==> config.mk <==
export PLATFORM = sky130hd
export DESIGN_NAME = razor_err_sched
export DESIGN_NICKNAME = d
export VERILOG_FILES = /design/src/rtl/fptd_razor_pkg.sv /design/src/rtl/razor_err_popcount.sv /design/src/rtl/razor_err_sched.sv
export SDC_FILE = /design/constraint.sdc
export NUM_CORES = 1
export LEC_CHECK = 0
export ABC_AREA = 1
export ABC_CLOCK_PERIOD_IN_PS = 2300
export CORE_MARGIN = 2
export CORE_UTILIZATION = 55
export CTS_BUF_LIST = sky130_fd_sc_hd__clkbuf_2 sky130_fd_sc_hd__clkbuf_4 sky130_fd_sc_hd__clkbuf_8
export DETAILED_ROUTE_END_ITERATION = 10
export PLACE_DENSITY = 0.84
export SLEW_MARGIN = 10
export SYNTH_ARGS = -nofsm -noshare
export SYNTH_HDL_FRONTEND = slang
export SYNTH_HIERARCHICAL = 1
export SYNTH_SLANG_ARGS = --single-unit
==> constraint.sdc <==
create_clock -name Clock -period 2.3 [get_ports Clock]
set_clock_uncertainty 0.2 [all_clocks]
set_input_delay 0.46 -clock Clock [delete_from_list [all_inputs] [get_ports Clock]]
set_output_delay 0.46 -clock Clock [all_outputs]
set_load 0.05 [all_outputs]
==> src/rtl/fptd_razor_pkg.sv <==
// Shared definitions for the Razor timing-error controller of the fully
// parallel turbo decoder.
//   razor_sched_state_t : scheduler FSM state encoding
//   RAZOR_N_SEC, RAZOR_CODE_W, RAZOR_CODE_INIT : default configuration
package fptd_razor_pkg;

  typedef enum logic [1:0] {
    IDLE    = 2'd0,
    MONITOR = 2'd1,
    RECOVER = 2'd2,
    ADJUST  = 2'd3
  } razor_sched_state_t;

  localparam int RAZOR_N_SEC     = 8;
  localparam int RAZOR_CODE_W    = 4;
  localparam int RAZOR_CODE_INIT = 8;

endpackage

==> src/rtl/razor_err_popcount.sv <==
// Combinational population count of the per-section Razor error flags.
//   vec   : N_SEC input flags
//   count : number of set flags, $clog2(N_SEC+1) bits
module razor_err_popcount #(
  parameter int N_SEC = 8
) (
  input  logic [N_SEC-1:0]             vec,
  output logic [$clog2(N_SEC+1)-1:0]   count
);

  localparam int CW = $clog2(N_SEC+1);

  always_comb begin
    count = '0;
    for (int i = 0; i < N_SEC; i++)
      count = count + CW'(vec[i]);
  end

endmodule

==> src/rtl/razor_err_sched.sv <==
// Razor timing-error scheduler: collects per-section error flags, stalls the
// pipeline for a fixed recovery length per error, selects shadow-latch values
// for failing sections and adapts the clock-period code from per-window error
// counts.
// Optional build macro RAZOR_ERR_LOG_EN adds a sticky per-section error log.
// Ports:
//   Clock, nReset (async, active-low)
//   Start       : pulse, IDLE -> MONITOR
//   Stop        : level, return to IDLE (deferred while recovering)
//   Error_vec   : per-section Razor error flags
//   Stall       : pipeline freeze during recovery
//   Replay_sel  : per-section shadow-latch select
//   Period_code : clock period request (larger = slower)
//   Err_count   : saturating error count of the current window
//   Busy        : high outside IDLE
//   Err_log     : sticky failing-section log (zero when the log is not built)
import fptd_razor_pkg::*;

module razor_err_sched #(
  parameter int N_SEC       = RAZOR_N_SEC,
  parameter int CNT_W       = 8,
  parameter int WINDOW      = 64,
  parameter int UP_TH       = 4,
  parameter int DN_WINDOWS  = 4,
  parameter int RECOVER_CYC = 2,
  parameter int CODE_W      = RAZOR_CODE_W,
  parameter int CODE_INIT   = RAZOR_CODE_INIT
) (
  input  logic              Clock,
  input  logic              nReset,
  input  logic              Start,
  input  logic              Stop,
  input  logic [N_SEC-1:0]  Error_vec,
  output logic              Stall,
  output logic [N_SEC-1:0]  Replay_sel,
  output logic [CODE_W-1:0] Period_code,
  output logic [CNT_W-1:0]  Err_count,
  output logic              Busy,
  output logic [N_SEC-1:0]  Err_log
);

  localparam int PC_W = $clog2(N_SEC+1);
  localparam int WC_W = (WINDOW > 2) ? $clog2(WINDOW) : 1;
  localparam int RC_W = (RECOVER_CYC > 1) ? $clog2(RECOVER_CYC) : 1;
  localparam int CL_W = $clog2(DN_WINDOWS+1);
  localparam logic [RC_W-1:0]   RC_INIT  = RC_W'(RECOVER_CYC-1);
  localparam logic [CNT_W-1:0]  CNT_MAX  = '1;
  localparam logic [CODE_W-1:0] CODE_MAX = '1;

  razor_sched_state_t state, state_nx;
  logic [WC_W-1:0]  wcnt;
  logic [RC_W-1:0]  rcnt;
  logic [CL_W-1:0]  clean;
  logic             win_pend;   // window closed while an error took RECOVER
  logic [PC_W-1:0]  pop;
  logic [CNT_W:0]   cnt_sum;
  logic [CNT_W-1:0] cnt_acc;
  logic             err_any, win_last, rec_done;

  razor_err_popcount #(.N_SEC(N_SEC)) u_pop (.vec(Error_vec), .count(pop));

  assign err_any  = |Error_vec;
  assign win_last = (wcnt == WC_W'(WINDOW-1));
  assign rec_done = !err_any && (rcnt == '0);
  assign cnt_sum  = {1'b0, Err_count} + (CNT_W+1)'(pop);
  assign cnt_acc  = cnt_sum[CNT_W] ? CNT_MAX : cnt_sum[CNT_W-1:0];

  always_comb begin
    state_nx = state;
    case (state)
      IDLE:    if (Start) state_nx = MONITOR;
      MONITOR: begin
        if (err_any)       state_nx = RECOVER;
        else if (Stop)     state_nx = IDLE;
        else if (win_last) state_nx = ADJUST;
      end
      RECOVER: begin
        // a completed window is always scored before honouring Stop
        if (rec_done)
          state_nx = win_pend ? ADJUST : (Stop ? IDLE : MONITOR);
      end
      ADJUST: begin
        if (err_any)   state_nx = RECOVER;
        else if (Stop) state_nx = IDLE;
        else           state_nx = MONITOR;
      end
      default: state_nx = IDLE;
    endcase
  end

  always_ff @(posedge Clock or negedge nReset) begin
    if (!nReset) begin
      state       <= IDLE;
      wcnt        <= '0;
      rcnt        <= '0;
      clean       <= '0;
      win_pend    <= 1'b0;
      Stall       <= 1'b0;
      Replay_sel  <= '0;
      Period_code <= CODE_W'(CODE_INIT);
      Err_count   <= '0;
      Busy        <= 1'b0;
    end else begin
      state <= state_nx;
      Busy  <= (state_nx != IDLE);
      case (state)
        IDLE: if (Start) begin
          wcnt      <= '0;
          Err_count <= '0;
          win_pend  <= 1'b0;
        end
        MONITOR: begin
          Err_count <= cnt_acc;
          if (!win_last) wcnt <= wcnt + 1'b1;
          if (err_any) begin
            Replay_sel <= Error_vec;
            Stall      <= 1'b1;
            rcnt       <= RC_INIT;
            if (win_last) win_pend <= 1'b1;
          end
        end
        RECOVER: begin
          Err_count <= cnt_acc;
          if (err_any) begin
            Replay_sel <= Replay_sel | Error_vec;
            rcnt       <= RC_INIT;
          end else if (rcnt == '0) begin
            Stall      <= 1'b0;
            Replay_sel <= '0;
          end else begin
            rcnt <= rcnt - 1'b1;
          end
        end
        ADJUST: begin
          // this cycle's errors belong to the next window
          Err_count <= CNT_W'(pop);
          wcnt      <= '0;
          win_pend  <= 1'b0;
          if (Err_count >= CNT_W'(UP_TH)) begin
            if (Period_code != CODE_MAX) Period_code <= Period_code + 1'b1;
            clean <= '0;
          end else if (Err_count == '0) begin
            if (clean + 1'b1 == CL_W'(DN_WINDOWS)) begin
              if (Period_code != '0) Period_code <= Period_code - 1'b1;
              clean <= '0;
            end else begin
              clean <= clean + 1'b1;
            end
          end else begin
            clean <= '0;
          end
          if (err_any) begin
            Replay_sel <= Error_vec;
            Stall      <= 1'b1;
            rcnt       <= RC_INIT;
          end
        end
        default: ;
      endcase
    end
  end

`ifdef RAZOR_ERR_LOG_EN
  always_ff @(posedge Clock or negedge nReset) begin
    if (!nReset)
      Err_log <= '0;
    else if (state == IDLE) begin
      if (Start) Err_log <= '0;
    end else
      Err_log <= Err_log | Error_vec;
  end
`else
  assign Err_log = '0;
`endif

endmodule
==> results.cfg <==
[sta]
period_needed_ns = 3.802
finalSetupViolations = 8
rsz0062_at_grt = true
fin_ws_ns = -1.502
post-route-period-util_pct = 165.3
worst_pin_slew_ns = 0.7959
fmax_ghz = 0.2630
relSlewSlack_pct = 46.74
finalHoldViolations = 0
drv_slew = 0

[yosys]
synth_edf_count = 0
ys_async_sr_fraction_pct = 100.0
synth_cell_type_count = 38
synth_cells = 341
synth_ff_type = dfrtp_1
syn_area_um2 = 2675
ys_ff_latch = 35
seq_area_frac_synth_pct = 32.79
avgSynthCellArea_um2 = 7.845
yosys_warnings = 6

[final_layout]
drive_above_1_share_pct = 25.00
area_growth_pct = 29.14
antenna_cells = 0
layout.cells.non_filler = 454
nets = 434
final_area_um2 = 3455

[detailed_routing]
initialDrtViolationCount = 146
post_drt_wl_per_cell_um = 12.59
drtAntennaViolNets = 0
dr.pass1.iters = 4
vias = 2364
drc = 0
wl_um = 5714
vias_per_cell = 5.207

[power_and_ir_drop]
leakagePower_uw = 0.001787
power_per_cell_area_nw_per_um2 = 1368
peakVddDrop_v = 0.0007096

[setup_path]
start_kind = primary input
crit_type = primary input to flop
required_ns = 2.27
critPathCaptureType = flop
cp_data_arrival_time_ns = 3.78
critPathMaxFanout = 4

[global_route]
grt_usage_pct = 22.70
grt_pass1_vias = 2260
gr-total-overflow = 0
antenna_found_initial = 0
grt_pass1_wl_um = 9597
grt_max_degree = 36

[placed_design]
place_area_um2 = 3152
gp_congestion = 0.8507
place_inst = 439
dp_hpwl_um = 4071
io_buffers = 33

[floorplan]
die_h_um = 73.74
rows = 25
core_um2 = 4692
die_w_um = 73.74
die_area_um2 = 5438
num_io_pins = 42
start_util_pct = 57.01

[clocking]
ctsHoldBuffers = 0
cts.sinks = 35
clk_transition_reported_paths_ns = 0.07
cts_tree = built
clk_latency_ns = 0.29
clk_path_buf_depth = 2
htree_num_levels = 2
clockRootBuffer = clkbuf_8
cts_buffers = 5

[hold_path]
hp-class = flop to flop

[outcome]
status = finished with violations
violations = negative setup slack

[run]
cap_violations = 0
-- layout by cell type (no fill, tap or decap), types with 3 or more instances in the layout --
cell type and instances:
a21oi_1 4, a21oi_4 3, buf_4 25, clkbuf_8 7, clkdlybuf4s50_1 25, conb_1 8, dfrtp_1 34, fa_1 4
ha_1 13, inv_1 50, inv_2 5, nand2_1 68, nand2_2 8, nand2_4 4, nand3_1 19, nand3_2 5
nand4_1 5, nor2_1 26, nor2_2 3, nor3_1 5, o211ai_1 4, o21ai_0 9, o21ai_1 12, o21ai_2 10
or2_2 3, xor2_1 4
-- metrics by stage --
step / power, uW / hold slack [ns] / util (%) / setup TNS (ns) / setup WS [ns]
after CTS: 4483 / 0.3092 / 70.48 / -12.20 / -1.561
after global routing: 5097 / 0.3414 / 73.63 / -12.67 / -1.612
final: 4725 / 0.3002 / 73.63 / -11.77 / -1.502
after detailed placement: 3902 / 0.2928 / 67.17 / -20.29 / -2.356
after global placement: 3811 / 0.2837 / 67.17 / -19.55 / -2.241
after floorplan: 3239 / -0.03559 / - / -11.96 / -1.540
-- state kept, by name (all words and copies together) (netlist names) --
| signal | count |
|---|---|
| clean | 3 |
| Busy | 1 |
| state | 2 |
| Period_code | 4 |
| Stall | 1 |
| win_pend | 1 |
| Err_count | 8 |
| Replay_sel | 8 |
| wcnt | 6 |
| rcnt | 1 |
-- critical path, cell delays in order --
cell	delay [ns]
buf_6	0.07
inv_2	0.03
fa_1	0.54
fa_1	0.42
fa_1	0.45
inv_1	0.07
ha_2	0.18
inv_2	0.04
fa_2	0.54
inv_4	0.05
fa_2	0.39
nand3_2	0.10
nand2_4	0.07
nand3_4	0.10
inv_4	0.06
o21ai_2	0.13
nand3_1	0.08
-- worst paths after layout --
kind | start | slack, ns | endpoint | cells past startpoint
setup / recovery | Error_vec[1] | -1.50 | Err_count[3]$_DFFE_PN0N_ | 17
hold / removal | Stall$_DFFE_PN0P_ | 0.30 | Stall$_DFFE_PN0P_ | 2
setup reg to reg | state[0]$_DFF_PN0_ | 0.21 | Err_count[5]$_DFFE_PN0N_ | 8
hold reg to reg | Stall$_DFFE_PN0P_ | 0.30 | Stall$_DFFE_PN0P_ | 2
max in group asynchronous | nReset | 1.16 | Period_code[3]$_DFFE_PN1P_ | 2
min in group asynchronous | nReset | 0.39 | Busy$_DFF_PN0_ | 2
-- kinds of logic (layout without fill, tap and decap cells) --
| logic type | after synthesis | after routing | share of synthesized area, % |
|---|---|---|---|
| compound gates | 54 | 54 | 14.17 |
| xor+xnor | 4 | 4 | 1.310 |
| fa+ha+maj | 23 | 23 | 12.44 |
| buf+inv | 70 | 122 | 12.11 |
| flops | 35 | 35 | 32.79 |
| other cells | 1 | 8 | 0.1402 |
| simple gates | 154 | 154 | 27.03 |
-- synth_stat cells (3+ instances only) --
master / n / area, um^2
a21oi_1: 6 / 30.03
buf_4: 10 / 75.07
dfrtp_1: 34 / 850.8
fa_1: 6 / 120.1
ha_1: 17 / 212.7
inv_1: 57 / 214.0
nand2_1: 75 / 281.5
nand2_2: 3 / 18.77
nand3_1: 24 / 120.1
nand4_1: 5 / 31.28
nor2_1: 26 / 97.59
nor2_2: 3 / 18.77
nor3_1: 6 / 30.03
o211ai_1: 4 / 30.03
o21ai_0: 16 / 80.08
o21ai_1: 9 / 45.04
o21ai_2: 7 / 61.31
or2_2: 4 / 25.02
xor2_1: 4 / 35.03
-- cell type report --
cell class | instances | area, um^2
well taps | 54 | 67.56
repair buffers | 56 | 520.5
inverters | 58 | 230.2
fillers | 321 | 1237
multi-input cells | 243 | 1655
clock buffers | 8 | 103.9
flip-flops and latches | 35 | 877.1
-- power by group --
group	internal, uW	total [uW]	leakage (uW)	switching, uW
Sequential	851	1040	0.000442	184
Clock	285	507	0.0000549	222
Combinational	1210	3180	0.00129	1970
-- repair_timing --
action,CTS,global route
setup endpoints to repair,8,18
pin swaps,13,17
gates resized for setup,31,22
setup buffers,2,5
-- per-layer routing --
layer,global-route usage (%),up-vias,wire (um),part of all wire (%)
met4,9.091,0,74,1.3
met3,5.487,6,225,3.9
met2,38.19,48,2905,51
met1,27.81,1111,2509,44
met5,0,-,0,0
li1,-,1199,-,-
(Power assumes the default switching activity.)
